**src/rtl/fetch_pkg.sv**
```systemverilog
// rtl/fetch_pkg.sv - shared constants and hit-prefix helper for the instruction fetch buffer
package fetch_pkg;

    localparam int XLEN_DEF        = 32;
    localparam int FETCH_WIDTH_DEF = 2;
    localparam int ISSUE_WIDTH_DEF = 2;
    localparam int DEPTH_DEF       = 8;
    localparam int ILEN            = 32;
    localparam int MAX_LANES       = 16;

    // Number of consecutive ones starting at bit 0; callers zero-extend narrower hit vectors.
    function automatic int unsigned prefix_len(input logic [MAX_LANES-1:0] hit);
        int unsigned n;
        logic        run;
        n   = 0;
        run = 1'b1;
        for (int i = 0; i < MAX_LANES; i++) begin
            run = run & hit[i];
            if (run) begin
                n = n + 1;
            end
        end
        return n;
    endfunction

endpackage

```
**src/rtl/global_signals_if.sv**
```systemverilog
// rtl/global_signals_if.sv - clock and reset bundle shared by front-end blocks
interface global_signals_if;
    logic clk;
    logic reset;

    modport sink (input clk, input reset);
endinterface

```
**src/rtl/fetch_ring.sv**
```systemverilog
// rtl/fetch_ring.sv - circular instruction store with multi-lane write and read ports
module fetch_ring
    import fetch_pkg::*;
#(
    parameter int XLEN        = XLEN_DEF,
    parameter int FETCH_WIDTH = FETCH_WIDTH_DEF,
    parameter int ISSUE_WIDTH = ISSUE_WIDTH_DEF,
    parameter int DEPTH       = DEPTH_DEF,
    parameter int PW          = $clog2(DEPTH),
    parameter int CW          = $clog2(DEPTH+1)
) (
    input  logic                                  clk_i,
    input  logic                                  reset_i,
    input  logic                                  flush_i,
    input  logic [CW-1:0]                         enq_n_i,
    input  logic [FETCH_WIDTH-1:0][XLEN-1:0]      wr_addr_i,
    input  logic [FETCH_WIDTH-1:0][ILEN-1:0]      wr_instr_i,
    input  logic [CW-1:0]                         deq_n_i,
    output logic [ISSUE_WIDTH-1:0][XLEN-1:0]      rd_addr_o,
    output logic [ISSUE_WIDTH-1:0][ILEN-1:0]      rd_instr_o,
    output logic [CW-1:0]                         count_o
);

    logic [XLEN-1:0] addr_mem_q  [DEPTH];
    logic [ILEN-1:0] instr_mem_q [DEPTH];

    logic [PW-1:0] wr_ptr_q, wr_ptr_d;
    logic [PW-1:0] rd_ptr_q, rd_ptr_d;
    logic [CW-1:0] count_q,  count_d;

    always_comb begin
        wr_ptr_d = wr_ptr_q + PW'(enq_n_i);
        rd_ptr_d = rd_ptr_q + PW'(deq_n_i);
        count_d  = count_q + enq_n_i - deq_n_i;
    end

    always_ff @(posedge clk_i) begin
        if (!(reset_i || flush_i)) begin
            for (int k = 0; k < FETCH_WIDTH; k++) begin
                if (CW'(k) < enq_n_i) begin
                    addr_mem_q[wr_ptr_q + PW'(k)]  <= wr_addr_i[k];
                    instr_mem_q[wr_ptr_q + PW'(k)] <= wr_instr_i[k];
                end
            end
        end
    end

    always_ff @(posedge clk_i) begin
        if (reset_i || flush_i) begin
            wr_ptr_q <= '0;
            rd_ptr_q <= '0;
            count_q  <= '0;
        end else begin
            wr_ptr_q <= wr_ptr_d;
            rd_ptr_q <= rd_ptr_d;
            count_q  <= count_d;
        end
    end

    // Read ports always show the oldest entries; the consumer decides how many it takes.
    always_comb begin
        for (int k = 0; k < ISSUE_WIDTH; k++) begin
            rd_addr_o[k]  = addr_mem_q[rd_ptr_q + PW'(k)];
            rd_instr_o[k] = instr_mem_q[rd_ptr_q + PW'(k)];
        end
    end

    assign count_o = count_q;

endmodule

```
**src/rtl/instr_fetch_buffer.sv**
```systemverilog
// rtl/instr_fetch_buffer.sv - fetch queue top: accept, stall, presentation registers; FETCH_BUFFER_BYPASS_EN enables empty-queue bypass
module instr_fetch_buffer
    import fetch_pkg::*;
#(
    parameter int XLEN        = XLEN_DEF,
    parameter int FETCH_WIDTH = FETCH_WIDTH_DEF,
    parameter int ISSUE_WIDTH = ISSUE_WIDTH_DEF,
    parameter int DEPTH       = DEPTH_DEF
) (
    global_signals_if.sink                       gsi,
    input  logic                                 flush,
    input  logic [FETCH_WIDTH-1:0][XLEN-1:0]     address_in,
    input  logic [FETCH_WIDTH-1:0][31:0]         instrs_in,
    input  logic [FETCH_WIDTH-1:0]               hit,
    input  logic                                 stop,
    output logic [ISSUE_WIDTH-1:0][XLEN-1:0]     address_out,
    output logic [ISSUE_WIDTH-1:0][31:0]         instrs_out,
    output logic [ISSUE_WIDTH-1:0]               valid_out,
    output logic                                 stall_fetch,
    output logic [$clog2(DEPTH+1)-1:0]           fullness
);

    localparam int CW = $clog2(DEPTH+1);

    logic clk;
    logic reset;
    assign clk   = gsi.clk;
    assign reset = gsi.reset;

    logic [CW-1:0]                    count;
    logic [CW-1:0]                    plen;
    logic [CW-1:0]                    accepted_n;
    logic [CW-1:0]                    enq_n;
    logic [CW-1:0]                    deq_n;
    logic [MAX_LANES-1:0]             hit_ext;
    logic [FETCH_WIDTH-1:0][XLEN-1:0] wr_addr;
    logic [FETCH_WIDTH-1:0][ILEN-1:0] wr_instr;
    logic [ISSUE_WIDTH-1:0][XLEN-1:0] rd_addr;
    logic [ISSUE_WIDTH-1:0][ILEN-1:0] rd_instr;

    logic [ISSUE_WIDTH-1:0][XLEN-1:0] addr_q,  addr_d;
    logic [ISSUE_WIDTH-1:0][ILEN-1:0] instr_q, instr_d;
    logic [ISSUE_WIDTH-1:0]           valid_q, valid_d;

    assign hit_ext = MAX_LANES'(hit);
    assign plen    = CW'(prefix_len(hit_ext));

    // Stall depends only on registered occupancy so hit/stop never reach it combinationally.
    assign stall_fetch = (CW'(DEPTH) - count) < CW'(FETCH_WIDTH);
    assign fullness    = count;

    assign accepted_n = (stall_fetch || flush || reset) ? '0 : plen;
    assign deq_n      = stop ? '0 :
                        ((count > CW'(ISSUE_WIDTH)) ? CW'(ISSUE_WIDTH) : count);

`ifdef FETCH_BUFFER_BYPASS_EN
    localparam int BYP_LANES = (FETCH_WIDTH < ISSUE_WIDTH) ? FETCH_WIDTH : ISSUE_WIDTH;

    logic          bypass_en;
    logic [CW-1:0] byp_n;

    assign bypass_en = (count == '0) && !stop && !flush;
    assign byp_n     = !bypass_en ? '0 :
                       ((accepted_n > CW'(BYP_LANES)) ? CW'(BYP_LANES) : accepted_n);
    assign enq_n     = accepted_n - byp_n;

    // Lanes that went straight to the outputs are skipped; the remainder is packed into the ring.
    always_comb begin
        wr_addr  = '0;
        wr_instr = '0;
        for (int k = 0; k < FETCH_WIDTH; k++) begin
            for (int j = 0; j < FETCH_WIDTH; j++) begin
                if (j == k + int'(byp_n)) begin
                    wr_addr[k]  = address_in[j];
                    wr_instr[k] = instrs_in[j];
                end
            end
        end
    end
`else
    assign enq_n    = accepted_n;
    assign wr_addr  = address_in;
    assign wr_instr = instrs_in;
`endif

    fetch_ring #(
        .XLEN        (XLEN),
        .FETCH_WIDTH (FETCH_WIDTH),
        .ISSUE_WIDTH (ISSUE_WIDTH),
        .DEPTH       (DEPTH)
    ) u_ring (
        .clk_i      (clk),
        .reset_i    (reset),
        .flush_i    (flush),
        .enq_n_i    (enq_n),
        .wr_addr_i  (wr_addr),
        .wr_instr_i (wr_instr),
        .deq_n_i    (deq_n),
        .rd_addr_o  (rd_addr),
        .rd_instr_o (rd_instr),
        .count_o    (count)
    );

    always_comb begin
        addr_d  = addr_q;
        instr_d = instr_q;
        valid_d = valid_q;
        if (!stop) begin
            addr_d  = rd_addr;
            instr_d = rd_instr;
            for (int k = 0; k < ISSUE_WIDTH; k++) begin
                valid_d[k] = CW'(k) < deq_n;
            end
        end
`ifdef FETCH_BUFFER_BYPASS_EN
        if (bypass_en) begin
            for (int k = 0; k < BYP_LANES; k++) begin
                addr_d[k]  = address_in[k];
                instr_d[k] = instrs_in[k];
            end
            for (int k = 0; k < ISSUE_WIDTH; k++) begin
                valid_d[k] = CW'(k) < byp_n;
            end
        end
`endif
    end

    always_ff @(posedge clk) begin
        if (reset) begin
            addr_q  <= '0;
            instr_q <= '0;
            valid_q <= '0;
        end else if (flush) begin
            valid_q <= '0;
        end else begin
            addr_q  <= addr_d;
            instr_q <= instr_d;
            valid_q <= valid_d;
        end
    end

    assign address_out = addr_q;
    assign instrs_out  = instr_q;
    assign valid_out   = valid_q;

endmodule
```
**src/flat_wrapper.sv**
```systemverilog
// flat-port wrapper written by rule: the top's interface ports become plain ports
module instr_fetch_buffer_flat import fetch_pkg::*;
#(
    parameter int XLEN        = XLEN_DEF,
    parameter int FETCH_WIDTH = FETCH_WIDTH_DEF,
    parameter int ISSUE_WIDTH = ISSUE_WIDTH_DEF,
    parameter int DEPTH       = DEPTH_DEF
)
  (flush, address_in, instrs_in, hit, stop, address_out, instrs_out, valid_out, stall_fetch, fullness, gsi_clk, gsi_reset);
  global_signals_if gsi_i ();
  input  logic flush;
  input  logic [FETCH_WIDTH-1:0][XLEN-1:0] address_in;
  input  logic [FETCH_WIDTH-1:0][31:0] instrs_in;
  input  logic [FETCH_WIDTH-1:0] hit;
  input  logic stop;
  output logic [ISSUE_WIDTH-1:0][XLEN-1:0] address_out;
  output logic [ISSUE_WIDTH-1:0][31:0] instrs_out;
  output logic [ISSUE_WIDTH-1:0] valid_out;
  output logic stall_fetch;
  output logic [$clog2(DEPTH+1)-1:0] fullness;
  input wire logic [$bits(gsi_i.clk)-1:0] gsi_clk;
  input wire logic [$bits(gsi_i.reset)-1:0] gsi_reset;
  assign gsi_i.clk = gsi_clk;
  assign gsi_i.reset = gsi_reset;
  instr_fetch_buffer #(.XLEN(XLEN), .FETCH_WIDTH(FETCH_WIDTH), .ISSUE_WIDTH(ISSUE_WIDTH), .DEPTH(DEPTH)) u_core (.gsi(gsi_i), .flush(flush), .address_in(address_in), .instrs_in(instrs_in), .hit(hit), .stop(stop), .address_out(address_out), .instrs_out(instrs_out), .valid_out(valid_out), .stall_fetch(stall_fetch), .fullness(fullness));
endmodule
```
**config.mk**
```make
export PLATFORM = sky130hd
export DESIGN_NAME = instr_fetch_buffer_flat
export DESIGN_NICKNAME = d
export VERILOG_FILES = /design/src/rtl/fetch_pkg.sv /design/src/rtl/global_signals_if.sv /design/src/rtl/fetch_ring.sv /design/src/rtl/instr_fetch_buffer.sv /design/src/flat_wrapper.sv
export SDC_FILE = /design/constraint.sdc
export NUM_CORES = 1
export LEC_CHECK = 0
export CORE_MARGIN = 3
export CORE_UTILIZATION = 25
export DETAILED_ROUTE_END_ITERATION = 6
export PLACE_DENSITY_LB_ADDON = 0.1
export SKIP_CTS_REPAIR_TIMING = 1
export SYNTH_ARGS = -nofsm -noshare
export SYNTH_HDL_FRONTEND = slang
export SYNTH_SLANG_ARGS = --single-unit
```
**constraint.sdc**
```tcl
create_clock -name gsi_clk -period 10.7 [get_ports gsi_clk]
set_input_delay 1.07 -clock gsi_clk [delete_from_list [all_inputs] [get_ports gsi_clk]]
set_output_delay 1.07 -clock gsi_clk [all_outputs]
set_load 0.01 [all_outputs]
```
### Yosys cells after proc, flatten, opt, wreduce, memory -nomap -nowiden

Memories as Yosys holds them, arrays and structs flattened. A register that Yosys moved wholly into a read port is not among the register bits.
Index checks and enable logic that the tools add are counted.

| cells by class | value |
|---|---|
| add/subtract/negate cells | 8 |
| $lt $le $gt $ge | 6 |
| multiplexer cells | 11 |
| bitwise logic cells | 3 |
| reduce and logical (&&, ||, !) cells | 5 |

Operator list:

| operator | number |
|---|---|
| 1-bit by 4-bit < comparator with 1-bit output (first input constant) | 4 |
| 4-bit two-way mux | 4 |
| 1-bit two-way mux | 7 |
| 3-bit by 1-bit adder with 3-bit output (second input constant) | 2 |
| 3-bit adder | 2 |
| 4-bit by 1-bit adder with 4-bit output (second input constant) | 1 |
| 4-bit adder | 1 |
| 4-bit by 2-bit greater-than comparator with 1-bit output (second input constant) | 1 |
| 4-bit by 2-bit < comparator with 1-bit output (second input constant) | 1 |
| 4-bit subtractor | 1 |
| 4-bit subtractor (first input constant) | 1 |
| 1-bit logical OR | 3 |
| 1-bit inverter | 2 |
| 2-bit AND reduction | 1 |
| 2-bit OR reduction | 1 |
| 1-bit bitwise AND | 1 |

| storage, ports and cells | value |
|---|---|
| register bits | 12 |
| bits in writable memories | 512 |
| input bits | 134 |
| output and inout port bits | 135 |
| logic and storage cells | 39 |
| memories | 2 |

Memories:

| name | words | bits a word | rd ports | clocked after memory_dff | write ports | line | source |
|---|---|---|---|---|---|---|---|
| u_core.u_ring.addr_mem_q | 8 | 32 | 2 | 2 | 2 | fetch_ring.sv:24 | `logic [XLEN-1:0] addr_mem_q [DEPTH];` |
| u_core.u_ring.instr_mem_q | 8 | 32 | 2 | 2 | 2 | fetch_ring.sv:25 | `logic [ILEN-1:0] instr_mem_q [DEPTH];` |

### Longest topological paths before layout

Gate-level depths: netlist (run 1).

| logic depth | value |
|---|---|
| depth in word-level cells | 9 |
| gate-level depth with buffers | 13 |
| mapped depth without buffers | 12 |

### Modules after synthesis

From an unflattened synthesis (run 1), not the netlist that was laid out.

| second synthesis, totals | value |
|---|---|
| cell total of the unflattened synthesis | 2211 |
| area, all modules | 34601.9 sq um |

Modules (own cells, without submodules):

| module | instances | cells each | area each (sq um) |
|---|---|---|---|
| fetch_ring | 1 | 1626 | 29933.7 |
| instr_fetch_buffer | 1 | 585 | 4668.2 |

### Worst setup path before layout (run 1)

OpenSTA, ideal clock, no wires.

| path | value |
|---|---|
| kind | input to register |
| start point | input gsi_reset |
| end point | memory u_core.u_ring.addr_mem_q[1][0] in the netlist's numbering, enable pin |
| setup time | 0.581 ns |
| arrival | 7.145 ns |
| data required time | 10.119 ns |
| setup slack | 2.973 ns |
| stages on the path | 6 |
| path through | clkbuf_1 or2_2 buf_2 a311oi_4 nand2_1 a211oi_1 |

RTL lines:

| what | line | source |
|---|---|---|
| start, declared | flat_wrapper.sv:22 | `input wire logic [$bits(gsi_i.reset)-1:0] gsi_reset;` |
| end, declared | fetch_ring.sv:24 |  |

==> results summary, run 1 <==
The buffer and inverter count on the worst path is 2. The pin count of the biggest net entering global routing came out at 87. The smallest clock period supported by the final layout is computed as about 5.2 ns.

The number of vias per cell is about 5. The placed wire-length estimate after detailed placement is 73550 µm. In this run the critical register-to-register path is captured at u_core.u_ring.instr_mem_q[5][26]$_DFFE_PP_. The largest incremental delay on the critical path came out at 1.04 ns. The total congestion overflow came out at 0. The count of cells along the worst register-to-register path came out at 7. The clock tree from TritonCTS is done.

The clock latency of the later-clocked register in the worst-skew pair came out at 0.69 ns. After the last flow step, the layout net total stands at 2616. The number of global-route vias before repair is 23530. At the pin with the least slew margin, the transition time is 1.142 ns.

The number of warnings issued by yosys is 0. The wire length of the first global-routing pass came out at approximately 180000 µm. The hold violation total from the final report is 0. Registers take approximately 0.018 mm². In this run the horizontal extent of the chip is 374.6 µm. The maximum ir drop on the vdd rail is about 0.0001 V. The total routing usage reported by global routing is between 10% and 20%. The data arrival at the endpoint of the critical path came out at 5.45 ns. The setup-violating endpoint count in the final report came out at 0.

The wire length per cell after detailed routing is roughly 29 µm. Across the run, the number of max-cap violations was 0. By area the synthesized netlist is led by sky130_fd_sc_hd__edfxtp_1, sky130_fd_sc_hd__mux2_2, sky130_fd_sc_hd__mux2i_1. The root buffer cell chosen for the clock tree is sky130_fd_sc_hd__clkbuf_16. Derived from the worst setup path, the maximum achievable clock frequency is 193.7 MHz. The remaining antenna violation count is 0.

The synthesized design devotes to its leading area cell type about 45% of total area. The signal on the critical path passes through clkdlybuf4s50_1 > or2_2 > a311oi_4 > nand2_1 > nor2_4 > buf_4. The worst hold path terminates at u_core.address_out[60]$_SDFFE_PP0P_.

The setup path with the least slack is of type primary input to flip-flop. For this block, the via count after detailed routing is 21880. Synthesis produced 2248 cells.

The H-tree was split into 3 levels. The worst setup path is captured at a flip-flop. In this run the power density over the cells is 148.5 mW/mm². The worst-case clock buffer depth came out at 3. The count of input and output buffers came out at 268.

Fill cells in the final layout number 13310. The routability congestion estimate from global placement is 0.7301. The leakage power total is 0.01261 µW. The clock transition at the registers of the reported paths came out at roughly 0.05 ns. The post-synthesis cell type count came out at 46.

The run finished with clean final reports. The worst slew margin relative to its limit came out at a little under a quarter. The initial core utilization is 25.33%.

The top cell family by delay on the critical path is simple AND/OR/NAND/NOR gates. The worst setup path is launched from a primary input. The number of primary I/O pins is ~270. The total iterations of the first detailed-routing run is 5. The wire length after detailed routing came out at about 120000 µm. Of all nets on the critical path, the largest fanout is 40. The layout-stage area growth over the synthesis result came out at 21.87%. The post-synthesis cell area came out at around 0.034 mm². After synthesis, the share of flip-flops with an asynchronous set or reset is 0%. The vertical extent of the die is 374.6 µm. The multi-input logic area came out at 0.01522 mm². After synthesis, the mean cell area works out to 15.11 µm². The number of remaining DRC errors came out at 0. Clock skew on the completed layout was measured at 0.03350 ns. Once layout is complete, the utilization of the core stands at 30.87%.

For the final routed database, the setup TNS stands at 0 ns. The number of storage elements in the synthesis netlist is approximately 650. For the worst setup path, the data required time is about 11 ns.

The worst hold path begins at u_core.address_out[60]$_SDFFE_PP0P_. For this run, the leading register cell type out of synthesis is sky130_fd_sc_hd__edfxtp_1. In this run, CTS created clock tree buffers numbering 84. Synthesis produced a netlist with a net count of 2397. The post-route netlist has 33.08% of its cells at a drive strength greater than 1. The worst setup slack for register-to-register paths came out at ~5.9 ns.

The instance count along the most critical hold path is 1. The sequential element share of the synthesized area is between 50% and 60%. The cell accounting for the most synthesized area is sky130_fd_sc_hd__edfxtp_1. The final cycle utilization of the critical path is 48.26%.

On the critical path, the stage with the largest delay is an instance of sky130_fd_sc_hd__nor2_4. The initial antenna violation count is 15. In this run the critical register-to-register path is launched from u_core.u_ring.count_o[1]$_SDFF_PP0_. Yosys mapped a number of flops with a built-in enable equal to 512.

The core region area came out at 0.1341 mm². The floorplan die area is approximately 0.14 mm². For this block, the initial DRC count from the detailed router was 1357. The max-slew violation count is 0. Setup repair after global routing left no endpoint under its margin. The cell row count is 134. In this run the worst hold path is classified as flip-flop to flip-flop. The total clock sinks is about 650.
where the power goes:
group | internal (µW) | switching, µW
clock network | 1610 | 1150
registers | 2780 | 39.9
logic | 274 | 289
cell usage in the layout (no fill, tap or decap), types with 2 or more instances in the layout:
cell | Yosys | layout
sky130_fd_sc_hd__a211oi_1 | 68 | 64
sky130_fd_sc_hd__a211oi_4 | 0 | 4
sky130_fd_sc_hd__a21o_1 | 4 | 4
sky130_fd_sc_hd__a21oi_1 | 9 | 9
sky130_fd_sc_hd__a22oi_1 | 128 | 128
sky130_fd_sc_hd__a32o_1 | 64 | 64
sky130_fd_sc_hd__and2_1 | 5 | 5
sky130_fd_sc_hd__and4_4 | 0 | 2
sky130_fd_sc_hd__buf_4 | 0 | 49
sky130_fd_sc_hd__clkbuf_1 | 128 | 28
sky130_fd_sc_hd__clkbuf_16 | 0 | 86
sky130_fd_sc_hd__clkbuf_8 | 0 | 15
sky130_fd_sc_hd__clkdlybuf4s50_1 | 0 | 267
sky130_fd_sc_hd__clkinv_1 | 0 | 8
sky130_fd_sc_hd__clkinv_2 | 0 | 13
sky130_fd_sc_hd__dfxtp_1 | 140 | 137
sky130_fd_sc_hd__dfxtp_4 | 0 | 3
sky130_fd_sc_hd__diode_2 | 0 | 8
sky130_fd_sc_hd__edfxtp_1 | 512 | 512
sky130_fd_sc_hd__fa_1 | 3 | 3
sky130_fd_sc_hd__ha_1 | 12 | 11
sky130_fd_sc_hd__inv_1 | 19 | 19
sky130_fd_sc_hd__inv_6 | 0 | 4
sky130_fd_sc_hd__mux2_2 | 512 | 512
sky130_fd_sc_hd__mux2i_1 | 320 | 320
sky130_fd_sc_hd__mux4_2 | 128 | 128
sky130_fd_sc_hd__nand2_1 | 3 | 3
sky130_fd_sc_hd__nand3_1 | 2 | 2
sky130_fd_sc_hd__nand3_4 | 0 | 2
sky130_fd_sc_hd__nand4_4 | 0 | 4
sky130_fd_sc_hd__nand4b_1 | 3 | 3
sky130_fd_sc_hd__nor2_1 | 95 | 85
sky130_fd_sc_hd__nor2_4 | 0 | 10
sky130_fd_sc_hd__nor3_1 | 3 | 2
sky130_fd_sc_hd__xnor2_1 | 4 | 4
sky130_fd_sc_hd__xor2_1 | 4 | 4
cell type report:
class	instances	share of cell area, %
repair buffers	316	7.343
flip-flops and latches	652	43.93
inverters	19	0.1723
multi-input cells	1394	36.75
well taps	1768	5.343
diodes	8	0.04835
clock buffers	129	5.950
clock inverters	29	0.4593
state kept, by name (all words and copies together) (netlist names):
signal and flops:
u_core.u_ring.addr_mem_q 256, u_core.u_ring.instr_mem_q 256, u_core.address_out 64, u_core.instrs_out 64
u_core.u_ring.count_o 4, u_core.u_ring.rd_ptr_q 3, u_core.u_ring.wr_ptr_q 3, u_core.valid_out 2
Yosys cell counts, drive strengths merged, types with 3 or more instances:
cell and n:
a211oi 68, a21o 4, a21oi 9, a22oi 128, a32o 64, and2 5, buf 55, clkbuf 128
dfxtp 140, edfxtp 512, fa 3, ha 12, inv 19, mux2 512, mux2i 320, mux4 128
nand2 3, nand3 4, nand4 5, nand4b 3, nor2 95, nor3 3, xnor2 4, xor2 4
worst reg2reg max path: stages (launching register included):
cell	delay [ns]
sky130_fd_sc_hd__dfxtp_1	0.50
sky130_fd_sc_hd__inv_1	0.13
sky130_fd_sc_hd__ha_1	0.34
sky130_fd_sc_hd__inv_1	0.08
sky130_fd_sc_hd__a311oi_4	0.79
sky130_fd_sc_hd__nand2_1	0.71
sky130_fd_sc_hd__nor2_4	1.05
sky130_fd_sc_hd__buf_4	0.81
stage by stage:
stage               area, µm²  power [µW]  hold WS (ns)  std cells  setup WS [ns]
finish                  41400        6149        0.4685       4315          5.536
CTS                     41380        6260        0.4731       4307          5.466
global placement        38730        3435        0.4562       4149          4.793
global route            41390        6394        0.4994       4309          5.315
detailed placement      38730        3443        0.4608       4149          4.747
floorplan               33970        3162        0.4913       2248          2.973
how the worst max path moves through the flow:
| stage | from | end | slack (ns) | depth (start not counted) |
|---|---|---|---|---|
| finish | flush | u_core.u_ring.instr_mem_q[5][26]$_DFFE_PP_ | 5.54 | 6 |
| global route | flush | u_core.u_ring.instr_mem_q[5][23]$_DFFE_PP_ | 5.31 | 6 |
| CTS | flush | u_core.u_ring.addr_mem_q[5][2]$_DFFE_PP_ | 5.47 | 6 |
| detailed placement | flush | u_core.u_ring.instr_mem_q[5][28]$_DFFE_PP_ | 4.75 | 6 |
| global placement | flush | u_core.u_ring.instr_mem_q[4][28]$_DFFE_PP_ | 4.79 | 6 |
| floorplan | gsi_reset | u_core.u_ring.addr_mem_q[1][0]$_DFFE_PP_ | 2.97 | 6 |
per-layer routing:
metal	global-route usage, %	vias to the layer above	share of wire, %
li1	-	9569	-
met1	22.47	11560	43
met2	29.63	566	49
met3	3.694	179	5.2
met4	4.874	12	2.7
met5	0	-	0.064
logic make-up after synthesis:
group,Yosys count,synth area share [%]
buf+inv,202,2.287
xor+xnor,8,0.2062
fa+ha+maj,15,0.6187
compound gates,282,6.699
flops,652,53.50
simple gates,129,1.801
mux,960,34.88
(Power assumes the default switching activity.)
==> run 2, diff against run 1 <==
==> constraint.sdc (replaced) <==
create_clock -name gsi_clk -period 4.3 [get_ports gsi_clk]
set_input_delay 0.43 -clock gsi_clk [delete_from_list [all_inputs] [get_ports gsi_clk]]
set_output_delay 0.43 -clock gsi_clk [all_outputs]
set_load 0.01 [all_outputs]
==> run 2 against run 1 <==
  * Global-route usage is 0.71 points higher
  * Combinational power rose by 150%
  * Non-clock buffer count is 7 higher
  * Final area rose by 1.6%
  * Sequential cell count did not move
  * Via count rose by 0.71%
==> results summary, run 2 (same netlist as run 1, synthesis figures left out) <==
In this run the worst hold path is classified as primary input to flip-flop. The worst setup slack for register-to-register paths is 0.95 ns (-4.92 ns). The clock transition at the registers of the reported paths is 0.06 ns (about the same). The start-to-end type of the worst setup path is flip-flop to flip-flop. In the layout the commonest cells are sky130_fd_sc_hd__mux2_2, sky130_fd_sc_hd__edfxtp_1, sky130_fd_sc_hd__mux2i_1. The count of cells along the worst register-to-register path is 13 (+6). The total clock sinks is 652 (unchanged). The total number of H-tree levels is 3 (unchanged). The count of input and output buffers came out at 268 (unchanged). The maximum ir drop on the vdd rail is 0.0003216 V (+220%). The net count reported at finish came out at 2624 (+0.31%). The wire length after detailed routing came out at 129600 µm (+4.2%).

The total iterations of the first detailed-routing run is 5 (unchanged). The clock latency of the later-clocked register in the worst-skew pair is 0.67 ns (-0.02 ns). The floorplan die area came out at 0.1404 mm² (unchanged).

The count of fill cells added during filler insertion is 13230 (-0.59%). The wire length of the first global-routing pass is 183500 µm (+3.6%). The initial antenna violation count came to 23 (+8). The setup-violating endpoint count in the final report came out at 0 (unchanged). The leakage power total is 0.01286 µW (+2.0%). The highest net fanout along the worst path is 9 (-78%). The remaining antenna violation count came to 0 (unchanged). The vertical extent of the die came out at 374.6 µm (unchanged). The data required time at the worst endpoint is 4.84 ns (-6.14 ns). The core region area is 0.1341 mm² (unchanged).

The violation count after the first detailed-routing iteration is 1652 (+22%). The summed negative setup slack over all endpoints was 0 ns (unchanged). The total routing usage reported by global routing was 18.19% (+0.71 points). The width of the die is 374.6 µm (unchanged). The pin count of the biggest net entering global routing is 129 (+48%). The highest clock frequency the design can meet is 298.6 MHz. The max-slew violation count came out at 0 (unchanged). The worst-case clock buffer depth is 3 (unchanged). Tracing the worst setup path back leads to its startpoint at u_core.u_ring.count_o[1]$_SDFF_PP0_. The number of primary I/O pins is 269 (unchanged). The number of vias per cell is 5.089 (+0.34%). The worst register-to-register path ends at u_core.u_ring.count_o[3]$_SDFF_PP0_.

The number of global-route vias before repair came out at 23580 (+0.23%). The clock buffer count from CTS is 85 (+1.2%). The worst setup path is captured at a flip-flop. The fraction of layout cells with a size suffix above 1 came to 33.59% (+0.51 points).

The data arrival at the endpoint of the critical path came out at 3.89 ns (-1.56 ns). The clock tree from TritonCTS is done. The worst hold margin was 0.2507 ns (-0.2178 ns). The register area came out at 0.01819 mm² (unchanged). The number of standard cells in the final layout excluding fillers is 4331 (+0.37%).

The tree is rooted in a sky130_fd_sc_hd__clkbuf_16. The hold violation total from the final report is 0 (unchanged). The power per cell area is 374.0 mW/mm² (+150%). The worst slew margin relative to its limit is 28.72% (+4.9 points). The initial core utilization is 25.33% (unchanged). The minimum period implied by the final worst setup slack came out at 3.349 ns.

Relative to the synthesized area, the layout overhead comes to 23.83%. STA classifies the critical path startpoint as a flip-flop. The run finished with clean final reports. The placed instance count is 4156 (+0.17%).

The multi-input logic area came to 0.01522 mm² (unchanged). The transition time at the pin with the least slew margin came out at 1.067 ns (-0.07574 ns). The final cycle utilization of the critical path is 77.89%. The via count was 22040 (+0.71%). The number of max-cap violations came out at 0 (unchanged). The total congestion overflow is 0 (unchanged). The routability congestion estimate from global placement came out at 0.7162 (-1.9%). The number of remaining DRC errors is 0 (unchanged).

The placed wire-length estimate after detailed placement is 68680 µm (-6.6%). The critical path ends at u_core.u_ring.count_o[3]$_SDFF_PP0_. In this run the critical register-to-register path is launched from u_core.u_ring.count_o[1]$_SDFF_PP0_. The largest clock skew in the final design came out at 0.02345 ns (-0.01006 ns). The wire length per cell after detailed routing is 29.92 µm (+3.8%). The cell row count came out at 134 (unchanged). In the final layout, the registers with the most flip-flops are u_core.u_ring.addr_mem_q: 256 flops, u_core.u_ring.instr_mem_q: 256 flops. Setup repair after global routing left no endpoint under its margin.
[run 2: changes by cell type in the layout (fill, tap and decap cells not counted), moves of 2 or more]
cell,previous run,this run
sky130_fd_sc_hd__clkinv_16,0,2
sky130_fd_sc_hd__clkbuf_1,28,20
sky130_fd_sc_hd__buf_12,0,29
sky130_fd_sc_hd__clkbuf_8,15,17
sky130_fd_sc_hd__buf_4,49,27
sky130_fd_sc_hd__bufinv_16,1,6
sky130_fd_sc_hd__diode_2,8,15
sky130_fd_sc_hd__inv_6,4,1
[run 2: final cells by class]
| cell class | count | share of cell area, % |
|---|---|---|
| Sequential cell | 652 | 43.23 |
| Multi-Input combinational cell | 1394 | 36.17 |
| Timing Repair Buffer | 323 | 8.214 |
| Clock buffer | 124 | 5.909 |
| Tap cell | 1768 | 5.258 |
| Clock inverter | 36 | 0.9547 |
| Inverter | 19 | 0.1695 |
| Antenna cell | 15 | 0.08922 |
[run 2: worst min-delay path by stage]
stage | startpoint | to | slack [ns] | depth (start not counted)
after floorplan | u_core.valid_out[1]$_SDFFE_PP0N_ | u_core.valid_out[1]$_SDFFE_PP0N_ | 0.49 | 2
after global placement | u_core.instrs_out[38]$_SDFFE_PP0P_ | u_core.instrs_out[38]$_SDFFE_PP0P_ | 0.46 | 1
after detailed placement | u_core.address_out[54]$_SDFFE_PP0P_ | u_core.address_out[54]$_SDFFE_PP0P_ | 0.47 | 1
after CTS | gsi_reset | u_core.u_ring.count_o[1]$_SDFF_PP0_ | 0.22 | 3
after global routing | gsi_reset | u_core.u_ring.count_o[1]$_SDFF_PP0_ | 0.27 | 3
final | gsi_reset | u_core.u_ring.rd_ptr_q[1]$_SDFF_PP0_ | 0.25 | 3
[run 2: worst max-delay path: stages, from the launching register on]
cell                       delay, ns
sky130_fd_sc_hd__dfxtp_1        0.50
sky130_fd_sc_hd__inv_1          0.13
sky130_fd_sc_hd__ha_1           0.34
sky130_fd_sc_hd__inv_1          0.08
sky130_fd_sc_hd__a311oi_4       0.50
sky130_fd_sc_hd__nand2_1        0.11
sky130_fd_sc_hd__buf_4          0.23
sky130_fd_sc_hd__nor2_1         0.20
sky130_fd_sc_hd__ha_1           0.28
sky130_fd_sc_hd__ha_1           0.28
sky130_fd_sc_hd__a21o_1         0.19
sky130_fd_sc_hd__a21oi_1        0.20
sky130_fd_sc_hd__xnor2_1        0.15
sky130_fd_sc_hd__nor2_1         0.05
[run 2: report_power, final]
group          switching [µW]  internal, µW  leakage (µW)  total [µW]
clock network            2920          4390       0.00142        7300
registers                 104          6920       0.00577        7020
logic                     711           697       0.00567        1410
[run 2: through the flow]
stage	setup slack [ns]	area (µm²)	util (%)	total power [µW]
final	0.9507	42070	31.37	15740
after detailed placement	0.5770	39150	29.18	8577
after global placement	0.5592	39150	29.18	8560
after CTS	0.9553	42030	31.34	16000
after global routing	0.7071	42050	31.35	16340
after floorplan	-0.7219	33990	-	7865
[run 2: routing by layer]
| metal | wire, µm | vias up | GRT usage [%] |
|---|---|---|---|
| li1 | - | 9607 | - |
| met1 | 56200 | 11680 | 23.41 |
| met2 | 63370 | 594 | 30.95 |
| met3 | 7265 | 146 | 3.786 |
| met4 | 2667 | 12 | 4.851 |
| met5 | 80 | - | 0 |
==> run 3, diff against run 2 <==
==> constraint.sdc (replaced) <==
create_clock -name gsi_clk -period 2.75 [get_ports gsi_clk]
set_input_delay 0.275 -clock gsi_clk [delete_from_list [all_inputs] [get_ports gsi_clk]]
set_output_delay 0.275 -clock gsi_clk [all_outputs]
set_load 0.01 [all_outputs]
==> run 3 against run 2 <==
  * Wire length rose by 0.91%
  * Via count grew 0.93%
  * First-iteration DRC count fell by 3.4%
  * Fmax rose by 28%
  * Combinational power increased by 64%
  * Worst setup slack got worse by 0.82 ns
  * Core utilization increased by 0.71 points
  * Critical endpoint is now u_core.u_ring.instr_mem_q[0][26]$_DFFE_PP_
  * Final area is 2.3% higher
  * Clock skew up 0.010 ns
  * Critical path type unchanged
  * Total power grew 54%
  * Sequential share of layout area down 0.94 points
  * Count of clock-buffer cells in the layout grew 8
==> results summary, run 3 (same netlist as run 1, synthesis figures left out) <==
The clock tree from TritonCTS is done. The vertical extent of the die came to 374.6 µm (unchanged). The top cell family by delay on the critical path is buffers and inverters.

The via count came out at 22240 (+0.93%). The total routing usage reported by global routing is 18.32% (+0.13 points). The total number of H-tree levels is 3 (unchanged). The total clock sinks came out at 652 (unchanged). The run finished with clean final reports. The highest net fanout along the worst path came out at 32 (+23). The switching share of power came out at 24.16% (+0.43 points). The remaining antenna violation count came to 0 (unchanged). The wire length after detailed routing is 130800 µm (+0.91%). The largest incremental delay on the critical path came out at 0.38 ns (-0.12 ns). The cell row count came out at 134 (unchanged). The worst setup path is launched from a flip-flop. The final core area utilization was 32.07% (+0.71 points). The internal cell power is 18430 µW (+54%). The wire length per cell after detailed routing is 29.71 µm (-0.71%). The initial antenna violation count is 23 (unchanged). The fraction of layout cells with a size suffix above 1 is 35.16% (+1.6 points). The core region area was 0.1341 mm² (unchanged). The number of primary I/O pins was 269 (unchanged).

The instance area after placement is 0.04027 mm² (+2.9%). The fraction of power consumed by sequential logic was 45.1% (+0.5 points). The number of global-route vias before repair is 23640 (+0.22%).

The buffer and inverter count on the worst path came out at 5 (+2). The floorplan die area is 0.1404 mm² (unchanged). The clock buffer count from CTS came out at 87 (+2.4%). The layout-stage area growth over the synthesis result is 26.63%. The maximum ir drop on the vdd rail is 0.0004294 V (+34%). The width of the die is 374.6 µm (unchanged).

The minimum period implied by the final worst setup slack is 2.619 ns (-0.7304 ns). The number of standard cells in the final layout excluding fillers came out at 4402 (+1.6%). The worst-case clock buffer depth came to 3 (unchanged). The most numerous cell type found on the critical path is sky130_fd_sc_hd__buf_4. The data required time at the worst endpoint came out at 3.16 ns (-1.68 ns). The net switching power of the design came out at 5871 µW (+57%). The pin count of the biggest net entering global routing is 79 (-39%). The violation count after the first detailed-routing iteration is 1596 (-3.4%). The count of fill cells added during filler insertion is 13230 (-0.045%). The setup-violating endpoint count in the final report came out at 0 (unchanged). The critical path is of the flip-flop to flip-flop type. Walking the worst path, the cells encountered are inv_2 > ha_4 > nor2_1 > a311oi_4 > buf_4 > buf_4 > buf_4 > nand3_4 > buf_12 > mux2_2.

STA classifies the critical path endpoint as a flip-flop. The worst hold path belongs to the class primary input to flip-flop. The placed wire-length estimate after detailed placement is 78210 µm (+14%).

The initial core utilization came out at 25.33% (unchanged). For this design, the slowest cell found on the critical path is sky130_fd_sc_hd__dfxtp_4. The total iterations of the first detailed-routing run came out at 5 (unchanged).

The clock transition at the registers of the reported paths is 0.05 ns (about the same). The largest clock skew in the final design came out at 0.03383 ns (+0.01038 ns). The data arrival at the endpoint of the critical path came out at 3.03 ns (-0.86 ns). The clock network fraction of total power came out at 45.4% (-1.0 points). The final instance area is 0.04302 mm² (+2.3%). The count of input and output buffers was 268 (unchanged). The final cycle utilization of the critical path is 95.23% (+17 points). The wire length of the first global-routing pass is 185300 µm (+0.97%).

The leakage power total is 0.01330 µW (+3.4%). The total congestion overflow is 0 (unchanged). The worst hold margin came to 0.07632 ns (-0.1744 ns). The largest registers in the layout are u_core.u_ring.addr_mem_q: 256 flops, u_core.u_ring.instr_mem_q: 256 flops. The max-slew violation count came out at 0 (unchanged). The root buffer cell chosen for the clock tree is sky130_fd_sc_hd__clkbuf_16. The highest clock frequency the design can meet is 381.8 MHz (+28%). The routability congestion estimate from global placement came to 0.7519 (+5.0%). The number of vias per cell came out at 5.053 (-0.70%). The power per cell area is 565.0 mW/mm² (+51%). The library cells used most frequently in the layout, excluding fill and tap cells, are sky130_fd_sc_hd__mux2_2, sky130_fd_sc_hd__edfxtp_1, sky130_fd_sc_hd__mux2i_1. The number of remaining DRC errors came out at 0 (unchanged). The hold violation total from the final report is 0 (unchanged). The number of max-cap violations came to 0 (unchanged). The transition time at the pin with the least slew margin is 0.7646 ns (-0.3021 ns).

The placed instance count came out at 4227 (+1.7%). The share of total power in combinational logic is 9.5% (+0.6 points). The worst slew margin relative to its limit is 49.03% (+20 points).

The net count reported at finish is 2698 (+2.8%). The clock latency of the later-clocked register in the worst-skew pair is 0.68 ns (about the same).
==> run 3: cell types whose count changed in the layout (fill, tap and decap cells not counted), sizes merged <==
cell | before | now
bufinv | 6 | 4
inv | 20 | 24
clkbuf | 124 | 132
dlymetal6s2s | 0 | 1
clkinv | 28 | 20
buf | 56 | 128
clkdlybuf4s50 | 267 | 266
diode | 15 | 12
==> run 3: metal layers <==
metal	part of all wire [%]	global-route usage, %	vias up
met1	43	23.61	11680
met5	0.086	0	-
li1	-	-	9771
met2	49	31.34	600
met3	5.4	3.928	176
met4	2.1	4.276	16
==> run 3: final timing paths <==
| check | startpoint | slack, ns | endpoint | depth (start not counted) |
|---|---|---|---|---|
| setup / recovery | u_core.u_ring.count_o[0]$_SDFF_PP0_ | 0.13 | u_core.u_ring.instr_mem_q[0][26]$_DFFE_PP_ | 10 |
| hold / removal | gsi_reset | 0.08 | u_core.u_ring.count_o[1]$_SDFF_PP0_ | 4 |
| setup reg to reg | u_core.u_ring.count_o[0]$_SDFF_PP0_ | 0.13 | u_core.u_ring.instr_mem_q[0][26]$_DFFE_PP_ | 10 |
| hold reg to reg | u_core.address_out[40]$_SDFFE_PP0P_ | 0.47 | u_core.address_out[40]$_SDFFE_PP0P_ | 1 |
==> run 3: area by class of cell <==
cell class	count	area, µm²	area share, %
diodes	12	30.03	0.06980
inverters	19	73.82	0.1716
multi-input cells	1394	15250	35.45
clock buffers	132	2436	5.663
repair buffers	395	4562	10.60
clock inverters	30	259.0	0.6020
well taps	1768	2212	5.142
flip-flops and latches	652	18200	42.30
==> run 3: worst min-delay path: stages <==
cell and delay [ns]:
sky130_fd_sc_hd__buf_4 0.10, sky130_fd_sc_hd__or2_4 0.12, sky130_fd_sc_hd__buf_4 0.15, sky130_fd_sc_hd__nor2_1 0.04
==> run 3: power groups by stage <==
stage                     Combinational, µW  Clock (µW)  Sequential [µW]
after global placement                 2300           0            11200
after floorplan                        1140           0            11200
after detailed placement               2320           0            11200
final                                  2310       11000            11000
after CTS                              2330       11400            11000
after global routing                   2480       11800            11000
==> run 3: through the flow <==
step	power (µW)	setup WS, ns	TNS (ns)
detailed placement	13490	-0.1417	-11.24
finish	24300	0.1311	0
global placement	13460	-0.1772	-6.603
global route	25210	-0.001546	-0.001546
CTS	24680	0.0005238	0
floorplan	12310	-0.9933	-303.87
